<file path="config.mk">
export PLATFORM = sky130hd
export DESIGN_NAME = nco_acq_ctrl
export DESIGN_NICKNAME = d
export VERILOG_FILES = /design/src/rtl/nco_ctrl_pkg.sv /design/src/rtl/nco_lock_detect.sv /design/src/rtl/nco_acq_ctrl.sv
export SDC_FILE = /design/constraint.sdc
export NUM_CORES = 1
export LEC_CHECK = 0
export CORE_MARGIN = 5
export CORE_UTILIZATION = 56
export CTS_CLUSTER_SIZE = 40
export DETAILED_ROUTE_END_ITERATION = 16
export GPL_TIMING_DRIVEN = 1
export PLACE_DENSITY_LB_ADDON = 0.08
export SLEW_MARGIN = 10
export SYNTH_ARGS = -nofsm -noshare
export SYNTH_HDL_FRONTEND = slang
export SYNTH_HIERARCHICAL = 1
export SYNTH_SLANG_ARGS = --single-unit
export TNS_END_PERCENT = 5
</file>
<file path="constraint.sdc">
create_clock -name clk -period 4.7 [get_ports clk]
set_input_delay 1.41 -clock clk [delete_from_list [all_inputs] [get_ports clk]]
set_output_delay 1.41 -clock clk [all_outputs]
set_load 0.005 [all_outputs]
</file>
<file path="src/rtl/nco_ctrl_pkg.sv">
// nco_ctrl_pkg
//   Shared definitions for the NCO acquisition controller: the state encoding
//   exported on the state output, the default parameter constants, and a small
//   helper used to size the run-length counters.
package nco_ctrl_pkg;

  typedef enum logic [1:0] {
    IDLE  = 2'd0,
    SWEEP = 2'd1,
    TRACK = 2'd2
  } state_e;

  localparam int          DEF_WIDTH        = 16;
  localparam logic [15:0] DEF_BASE_INC     = 16'h4000;
  localparam logic [15:0] DEF_SWEEP_STEP   = 16'h0010;
  localparam logic [15:0] DEF_SWEEP_SPAN   = 16'h0400;
  localparam logic [15:0] DEF_LOCK_THRESH  = 16'h0200;
  localparam int          DEF_LOCK_COUNT   = 64;
  localparam int          DEF_UNLOCK_COUNT = 16;

  function automatic int max_int(input int a, input int b);
    return (a > b) ? a : b;
  endfunction

endpackage

</file>
<file path="src/rtl/nco_lock_detect.sv">
// nco_lock_detect
//   Classifies each qualified error sample as good (|err| < LOCK_THRESH) or bad
//   and keeps saturating run lengths of consecutive good and bad samples.
// Ports:
//   clk, rst    clock and synchronous active-high reset
//   err         signed error sample, WIDTH bits
//   valid       sample qualifier; counters hold when low
//   clear       zero both counters (wins over valid)
//   good_hit    this sample completes a run of LOCK_COUNT good samples
//   bad_hit     this sample completes a run of UNLOCK_COUNT bad samples
//   sample_bad  this qualified sample is bad
module nco_lock_detect
  import nco_ctrl_pkg::*;
#(
  parameter int               WIDTH        = DEF_WIDTH,
  parameter logic [WIDTH-1:0] LOCK_THRESH  = WIDTH'(DEF_LOCK_THRESH),
  parameter int               LOCK_COUNT   = DEF_LOCK_COUNT,
  parameter int               UNLOCK_COUNT = DEF_UNLOCK_COUNT
) (
  input  logic             clk,
  input  logic             rst,
  input  logic [WIDTH-1:0] err,
  input  logic             valid,
  input  logic             clear,
  output logic             good_hit,
  output logic             bad_hit,
  output logic             sample_bad
);

  localparam int CNT_MAX = max_int(LOCK_COUNT, UNLOCK_COUNT);
  localparam int CW      = $clog2(CNT_MAX + 1);
  localparam logic [CW-1:0] GOOD_LAST = CW'(LOCK_COUNT - 1);
  localparam logic [CW-1:0] BAD_LAST  = CW'(UNLOCK_COUNT - 1);
  localparam logic [CW-1:0] CNT_SAT   = '1;

  logic [WIDTH:0]  err_ext;
  logic [WIDTH:0]  err_mag;
  logic            is_good;
  logic [CW-1:0]   good_cnt_q, good_cnt_d;
  logic [CW-1:0]   bad_cnt_q, bad_cnt_d;

  // One extra bit so the most-negative input negates to +2^(WIDTH-1)
  // instead of wrapping back to itself.
  assign err_ext = {err[WIDTH-1], err};
  assign err_mag = err_ext[WIDTH] ? (~err_ext + (WIDTH+1)'(1)) : err_ext;
  assign is_good = (err_mag < {1'b0, LOCK_THRESH});

  assign good_hit   = valid & is_good  & (good_cnt_q >= GOOD_LAST);
  assign bad_hit    = valid & ~is_good & (bad_cnt_q  >= BAD_LAST);
  assign sample_bad = valid & ~is_good;

  always_comb begin
    good_cnt_d = good_cnt_q;
    bad_cnt_d  = bad_cnt_q;
    if (clear) begin
      good_cnt_d = '0;
      bad_cnt_d  = '0;
    end else if (valid) begin
      if (is_good) begin
        good_cnt_d = (good_cnt_q == CNT_SAT) ? good_cnt_q : good_cnt_q + CW'(1);
        bad_cnt_d  = '0;
      end else begin
        good_cnt_d = '0;
        bad_cnt_d  = (bad_cnt_q == CNT_SAT) ? bad_cnt_q : bad_cnt_q + CW'(1);
      end
    end
  end

  always_ff @(posedge clk) begin
    if (rst) begin
      good_cnt_q <= '0;
      bad_cnt_q  <= '0;
    end else begin
      good_cnt_q <= good_cnt_d;
      bad_cnt_q  <= bad_cnt_d;
    end
  end

endmodule

</file>
<file path="src/rtl/nco_acq_ctrl.sv">
// nco_acq_ctrl
//   Acquisition/tracking controller for an NCO. In SWEEP the frequency offset
//   steps across [-SWEEP_SPAN, +SWEEP_SPAN] on every bad error sample until
//   LOCK_COUNT consecutive good samples are seen; TRACK then freezes the offset
//   until UNLOCK_COUNT consecutive bad samples send it back to SWEEP.
// Ports:
//   clk, rst         clock and synchronous active-high reset
//   enable           1 = run, 0 = force IDLE
//   err_tdata/valid  signed loop-filter correction and its qualifier
//   feedback_tdata   BASE_INC + offset + err (mod 2^WIDTH), registered
//   feedback_tvalid  qualifies feedback_tdata, 1 cycle after the sample
//   locked           1 while in TRACK
//   state            IDLE=0, SWEEP=1, TRACK=2
module nco_acq_ctrl
  import nco_ctrl_pkg::*;
#(
  parameter int               WIDTH        = DEF_WIDTH,
  parameter logic [WIDTH-1:0] BASE_INC     = WIDTH'(DEF_BASE_INC),
  parameter logic [WIDTH-1:0] SWEEP_STEP   = WIDTH'(DEF_SWEEP_STEP),
  parameter logic [WIDTH-1:0] SWEEP_SPAN   = WIDTH'(DEF_SWEEP_SPAN),
  parameter logic [WIDTH-1:0] LOCK_THRESH  = WIDTH'(DEF_LOCK_THRESH),
  parameter int               LOCK_COUNT   = DEF_LOCK_COUNT,
  parameter int               UNLOCK_COUNT = DEF_UNLOCK_COUNT
) (
  input  logic             clk,
  input  logic             rst,
  input  logic             enable,
  input  logic [WIDTH-1:0] err_tdata,
  input  logic             err_tvalid,
  output logic [WIDTH-1:0] feedback_tdata,
  output logic             feedback_tvalid,
  output logic             locked,
  output logic [1:0]       state
);

  localparam logic [WIDTH-1:0] NEG_SPAN = ~SWEEP_SPAN + WIDTH'(1);

  state_e                  state_q, state_d;
  logic [WIDTH-1:0]        offset_q, offset_d;
  logic [WIDTH-1:0]        fb_data_q, fb_data_d;
  logic                    fb_valid_q, fb_valid_d;
  logic                    locked_q, locked_d;
  logic                    sample_ok;
  logic                    det_clear;
  logic                    good_hit, bad_hit, sample_bad;
  logic signed [WIDTH:0]   off_step;
  logic signed [WIDTH:0]   span_ext;

  // A sample only counts while running; a sample arriving as enable falls is
  // dropped outright.
  assign sample_ok = err_tvalid & enable & (state_q != IDLE);

  // Counters restart on every state change and stay at zero while idle.
  assign det_clear = ~enable | (state_q == IDLE)
                   | ((state_q == SWEEP) & good_hit)
                   | ((state_q == TRACK) & bad_hit);

  nco_lock_detect #(
    .WIDTH        (WIDTH),
    .LOCK_THRESH  (LOCK_THRESH),
    .LOCK_COUNT   (LOCK_COUNT),
    .UNLOCK_COUNT (UNLOCK_COUNT)
  ) u_lock_detect (
    .clk        (clk),
    .rst        (rst),
    .err        (err_tdata),
    .valid      (sample_ok),
    .clear      (det_clear),
    .good_hit   (good_hit),
    .bad_hit    (bad_hit),
    .sample_bad (sample_bad)
  );

  // State register.
  always_ff @(posedge clk) begin
    if (rst) state_q <= IDLE;
    else     state_q <= state_d;
  end

  // Next-state logic; dropping enable beats any same-cycle lock/unlock.
  always_comb begin
    state_d = state_q;
    if (!enable) begin
      state_d = IDLE;
    end else begin
      unique case (state_q)
        IDLE:    state_d = SWEEP;
        SWEEP:   if (good_hit) state_d = TRACK;
        TRACK:   if (bad_hit)  state_d = SWEEP;
        default: state_d = IDLE;
      endcase
    end
  end

  // Offset step computed one bit wider so the overshoot past +SPAN is visible.
  assign off_step = {offset_q[WIDTH-1], offset_q} + {1'b0, SWEEP_STEP};
  assign span_ext = {1'b0, SWEEP_SPAN};

  // Output/datapath next values; feedback uses the offset before this
  // sample's update.
  always_comb begin
    fb_valid_d = sample_ok;
    fb_data_d  = sample_ok ? (BASE_INC + offset_q + err_tdata) : fb_data_q;
    locked_d   = (state_d == TRACK);
    offset_d   = offset_q;
    if ((state_d == IDLE) || ((state_q == TRACK) && (state_d == SWEEP))) begin
      offset_d = NEG_SPAN;
    end else if ((state_q == SWEEP) && sample_bad) begin
      offset_d = (off_step > span_ext) ? NEG_SPAN : off_step[WIDTH-1:0];
    end
  end

  always_ff @(posedge clk) begin
    if (rst) begin
      offset_q   <= NEG_SPAN;
      fb_data_q  <= BASE_INC;
      fb_valid_q <= 1'b0;
      locked_q   <= 1'b0;
    end else begin
      offset_q   <= offset_d;
      fb_data_q  <= fb_data_d;
      fb_valid_q <= fb_valid_d;
      locked_q   <= locked_d;
    end
  end

  assign feedback_tdata  = fb_data_q;
  assign feedback_tvalid = fb_valid_q;
  assign locked          = locked_q;
  assign state           = state_q;

endmodule
</file>
* Word level (Yosys, flattened, before mapping) *
Index checks and enable logic that the tools add are counted.

operators by class
  add/subtract/negate cells = 6
  multipliers = 0
  divide/modulo/power cells = 0
  $lt $le $gt $ge = 4
  eq/ne operators = 8
  shift-type cells = 0
  muxes and demuxes = 10
  bitwise operators = 14
  reductions and logical operators = 10

operators with widths
  operator                                                                            count
  7-bit two-way mux                                                                   4
  16-bit by 6-bit adder with 17-bit output (second input constant)                    1
  17-bit by 1-bit adder with 17-bit output (second input constant)                    1
  17-bit by 12-bit greater-than comparator with 1-bit output (second input constant)  1
  17-bit by 10-bit < comparator with 1-bit output (second input constant)             1
  17-bit two-way mux                                                                  1
  17-bit inverter                                                                     1
  15-bit by 16-bit adder with 16-bit output (first input constant)                    1
  16-bit adder                                                                        1
  16-bit two-way mux                                                                  1
  7-bit by 1-bit adder with 7-bit output (second input constant)                      2
  7-bit == test (second input constant)                                               2
  1-bit bitwise AND                                                                   8
  7-bit by 4-bit >= comparator with 1-bit output (second input constant)              1
  7-bit by 6-bit >= comparator with 1-bit output (second input constant)              1
  2-bit two-way mux                                                                   3
  2-bit one-hot mux with 3 select lines                                               1
  2-bit by 1-bit == test with 1-bit output (second input constant)                    2
  2-bit == test (second input constant)                                               2
  2-bit logical NOT                                                                   2
  2-bit AND reduction                                                                 2
  2-bit OR reduction                                                                  2
  1-bit bitwise OR                                                                    3
  1-bit logical AND                                                                   2
  5 further kinds                                                                     6

storage, ports and cells
  register bits after elaboration = 50
  bits in latches = 0
  RAM bits = 0
  memory bits (read-only) = 0
  input bits = 20
  output and inout bits = 20
  word-level logic and storage cells = 59
  memories kept = 0

* Logic depth before layout (Yosys ltp) *
  depth after elaboration = 14
  depth in mapped cells = 14
  depth with buffers taken out = 11

* Cells and area by module *
Netlist, hierarchy kept.

modules (own cells, without submodules)
  module           times used  cells each  area an instance (sq um)  seq. area each (sq um)
  nco_acq_ctrl     1           281         2,252.2                   640.6
  nco_lock_detect  1           108         863.3                     280.3

* Worst setup path after synthesis *
OpenSTA, ideal clock, no wires.

  path kind = input-to-reg
  from = input port err_tvalid
  to = register u_lock_detect.good_cnt_q[0]
  setup time = 0.117 ns
  arrival = 3.673 ns
  required time = 4.583 ns
  slack = 0.910 ns
  cell stages on the path = 12
  path buffers = 3
  path through = o211ai_1 inv_1 clkbuf_1 inv_1 clkbuf_1 a211oi_1 nor2_1 o21ai_0 or2_2 buf_1 nor4_2 a22o_1

between the ends
  elaborated cells on any way between the ends = 12
  those cells by class = 10 x bitwise; 2 x reduce/logical

RTL lines
  element                          RTL line               text
  start, declared                  nco_acq_ctrl.sv:29     input logic err_tvalid,
  1-bit bitwise AND (2 in series)  nco_acq_ctrl.sv:51     assign sample_ok = err_tvalid & enable & (state_q != IDLE);
  named net fb_valid_d             nco_acq_ctrl.sv:41     logic fb_valid_q, fb_valid_d;
  1-bit bitwise AND (2 in series)  nco_lock_detect.sv:49  assign bad_hit = valid & ~is_good & (bad_cnt_q >= BAD_LAST);
  named net bad_hit                nco_acq_ctrl.sv:45     logic good_hit, bad_hit, sample_bad;
  1-bit bitwise AND                nco_acq_ctrl.sv:56     | ((state_q == TRACK) & bad_hit);
  1-bit bitwise OR                 nco_acq_ctrl.sv:56
  named net det_clear              nco_acq_ctrl.sv:44     logic det_clear;
  2-bit OR reduction (no line)     --
  end signal, assigned             nco_lock_detect.sv:74  good_cnt_q <= good_cnt_d;
  end, declared                    nco_lock_detect.sv:39  logic [CW-1:0] good_cnt_q, good_cnt_d;

The timed path passes the listed nets, and every way through them passes these cells.
A chain may end at the register's enable or synchronous reset.

* Worst setup path in the final report *
  from = input port err_tdata[12]
  to = register u_lock_detect.good_cnt_q[0]

between the ends
  longest elaborated chain between the ends = 10
  elaborated cells on any way between the ends = 17
  those cells by class = 1 x add/sub; 1 x order compare; 1 x eq/ne; 2 x mux; 10 x bitwise; 2 x reduce/logical

ends and longest elaborated chain
  element                                              RTL line               text
  start, declared                                      nco_acq_ctrl.sv:28     input logic [WIDTH-1:0] err_tdata,
  17-bit inverter                                      nco_lock_detect.sv:45  assign err_mag = err_ext[WIDTH] ? (~err_ext + (WIDTH+1)'(1)) : err_ext;
  17-bit by 1-bit adder with 17-bit output             nco_lock_detect.sv:45
  17-bit two-way mux (*)                               nco_lock_detect.sv:45
  17-bit by 10-bit < comparator with 1-bit output (*)  nco_lock_detect.sv:46  assign is_good = (err_mag < {1'b0, LOCK_THRESH});
  1-bit inverter (*)                                   nco_lock_detect.sv:49
  1-bit bitwise AND (*) (2 in series)                  nco_lock_detect.sv:49
  named net bad_hit                                    nco_acq_ctrl.sv:45
  1-bit bitwise AND (*)                                nco_acq_ctrl.sv:56
  1-bit bitwise OR (*)                                 nco_acq_ctrl.sv:56
  named net det_clear                                  nco_acq_ctrl.sv:44
  2-bit OR reduction (no line) (*)                     --

Mark *: on every way through the listed nets, which the timed path passes. The rest lies on a longest branch.

==> metrics <==
Slew Limit Fails 0; TritonCTS clock tree built; WL final 7730 um; delay of the slowest critical-path stage 0.57 ns; Worst-Margin Slew 0.537 ns; final hold viol count 0; Diodes inserted 0; Seq cells post-synth 46; CP Data Required Time 4.95 ns; Via density 6.13; Flop pwr share 52.4%; Cell Int Power 0.000560 W; TritonCTS buffer count 5; initial core utilization 56.9%; port buffer count 39; largest net degree at the start of global routing 36; switch share 26.0%; DRC 0; DR iter-0 viols 157; final setup violation count 0; Die W 84.6 um; hold crit path type flop to flop; WP buf/inv 1; Fmax 0.254 GHz; Worst EP arrival 4.19 ns; VDD IR-drop max 133 uV; Slowest-stage cell, CP or4_4; row count 27; slew margin rel. 64.2%; Area growth, synth to finish 16.7%; number of flops mapped to enable cells by yosys 0; first-pass GRT wire length 12900 um; unrepaired setup endpoints after global routing no; fraction of layout cells with a size suffix above 1 8.08%; initial antenna violation count 0; clock buffer depth 2; Hold Path Cell Cnt 2; Final min period 3.94 ns; Total Routing Usage GR 21.7%; post-route antenna net violation count 0; vias in the first global route 2873; Top delay family on crit path simple AND/OR/NAND/NOR gates; core outline area 0.00547 mm^2; crit path max fanout 13; reg2reg start offset_q[7]$_SDFFE_PP0P_; power share of the clock group 34.5%; Worst setup EP type flop; number of hold buffers added after cts 0; layout net count 466; hold endpoint feedback_tdata[10]$_SDFFE_PP0P_; Static Leakage 1.36 nW; Post-CTS Resized 0; Remaining Overflow, GRT 0; register area share after synthesis 29.6%; Avg Cell Area, Syn 8.01 um^2; most common flop cell mapped by yosys dfxtp_1; H-tree depth 2; IO Count 40; status finished, final reports clean; pwr dens 208 mW/mm^2; dpl hpwl 5810 um; Yosys Warn Count 6; post-CTS setup buffers 0; Distinct cells, synth 63; die area 0.00716 mm^2; WL/cell 15.7 um; Syn Nets 435; max-cap violations 0; Vias 3024; WS Path Type input port to flop; Syn Inst Count 389; CTS root buffer clkbuf_8; cells on worst reg2reg path 8; setup TNS 0 ns; Tcrit/Tclk final 83.8%; Core Util, Final 66.5%; Final Power 0.000758 W; routability cong. 0.873; clock latency on the worst-skew pair 0.31 ns; die height 84.6 um; Post-Syn Area 0.00312 mm^2; combinational share of power 13.1%; Worst Skew 0.00969 ns; ys async rst share 0%; drt pass-1 iters 4; Reg2Reg Capture Point feedback_tdata[14]$_SDFFE_PP1P_; Hold Path Origin feedback_tdata[10]$_SDFFE_PP0P_; CP Cell Sequence clkdlybuf4s50_1 -> or4_4 -> nor4_4 -> a21o_2 -> a211oi_1 -> nor2_1 -> o21ai_0 -> or2_2 -> nor4_2 -> a22o_1; R2R setup slack 1.99 ns; clock sink count 46; clk slew on worst S/H paths 0.09 ns; Psw 0.000197 W; startpoint types input port
[stage by stage]
step	hold WS, ns	area (um^2)	setup WS [ns]	instances
after CTS	0.460	3640	0.796	493
after global placement	0.443	3540	0.556	485
final	0.455	3640	0.764	493
after floorplan	0.448	3120	0.910	389
after detailed placement	0.446	3540	0.488	485
after global routing	0.478	3640	0.562	493
[sequential cells by signal, summed over array words and instances, names as in the netlist]
register                  count
locked                        1
feedback_tvalid               1
offset_q                     12
u_lock_detect/bad_cnt_q       7
feedback_tdata               16
state                         2
u_lock_detect/good_cnt_q      7
[Yosys cell counts, drive strengths merged (3+ instances only)]
library cell / n / share of area (%)
nand3: 25 / 4.0
and4: 5 / 1.4
or4: 4 / 1.2
xnor2: 10 / 2.8
nor4b: 5 / 2.0
nor4: 9 / 3.0
nor2: 35 / 4.3
ha: 26 / 10
dfxtp: 46 / 30
a31oi: 3 / 0.60
a21oi: 35 / 5.7
nand2b: 3 / 0.60
or2: 4 / 0.80
mux2i: 3 / 0.96
and2: 3 / 0.68
inv: 13 / 1.6
buf: 4 / 0.76
xor2: 4 / 1.1
and3: 10 / 2.0
a211oi: 11 / 3.0
nand2: 35 / 4.2
nand4: 12 / 2.4
o21ai: 23 / 3.8
clkbuf: 14 / 1.7
a21o: 3 / 0.76
nor3: 12 / 1.9
o211ai: 6 / 1.8
[routing by layer]
metal  routed length, um  vias up  part of all wire [%]  GRT usage, %
met3                 367       13                   4.7          4.02
met5                   0        -                     0             0
met4                 155        0                   2.0          7.77
li1                    -     1504                     -             -
met1                3380     1423                    44          26.7
met2                3820       84                    49          37.7
[power by group through the flow]
stage,sequential [W],clock [W],combinational [W]
finish,0.000397,0.000261,0.0000991
global route,0.000398,0.000289,0.000109
CTS,0.000397,0.000270,0.0000993
detailed placement,0.000406,0,0.0000984
global placement,0.000406,0,0.0000971
floorplan,0.000406,0,0.0000543
[cell type report]
cell class                 count  area (um^2)
timing repair buffer          42          413
clock buffer                   6         82.6
sequential                    46          921
inverter                      13         48.8
fill                         501         1840
multi-input combinational    312         2070
tap                           72         90.1
clock inverter                 2         12.5
[worst max path at each step]
stage,startpoint,to,slack (ns),cells past startpoint
global placement,err_tdata[12],u_lock_detect/good_cnt_q[0]$_SDFFE_PP0P_,0.56,10
global route,err_tdata[12],u_lock_detect/bad_cnt_q[2]$_SDFFE_PP0P_,0.56,10
detailed placement,err_tdata[12],u_lock_detect/good_cnt_q[0]$_SDFFE_PP0P_,0.49,10
CTS,err_tdata[12],u_lock_detect/good_cnt_q[0]$_SDFFE_PP0P_,0.80,10
floorplan,err_tvalid,u_lock_detect/good_cnt_q[0]$_SDFFE_PP0P_,0.91,12
finish,err_tdata[12],u_lock_detect/good_cnt_q[0]$_SDFFE_PP0P_,0.76,10
[worst reg2reg max path: cells and delay by family, from the launching register on]
family | cells | cell delay [ns]
AOI/OAI and AO/OA | 5 | 1.27
and+or+nand+nor | 1 | 0.19
DFF | 1 | 0.52
adders and majority gates | 2 | 0.67
[cells in the final DEF, fill, tap and decap left out, types with 6 or more instances in the layout]
cell,Yosys,layout
a211oi_1,9,9
a21oi_1,34,34
and3_1,9,9
clkbuf_8,0,6
clkdlybuf4s50_1,0,39
dfxtp_1,46,46
ha_1,26,26
inv_1,13,13
nand2_1,35,35
nand3_1,25,25
nand4_1,12,12
nor2_1,34,34
nor3_1,12,12
nor4_1,6,6
o21ai_0,19,19
xnor2_1,10,10
[logic make-up (layout without fill, tap and decap cells)]
kind of cell / after synthesis / count (layout) / synth area share [%]
simple gates: 168 / 168 / 30.0
compound gates: 100 / 100 / 21.0
flops: 46 / 46 / 29.6
buf+inv: 31 / 63 / 4.02
fa+ha+maj: 26 / 26 / 10.4
xor+xnor: 14 / 14 / 3.94
mux: 3 / 3 / 0.964
other cells: 1 / 1 / 0.120
Power figures use the tool's default switching activity.
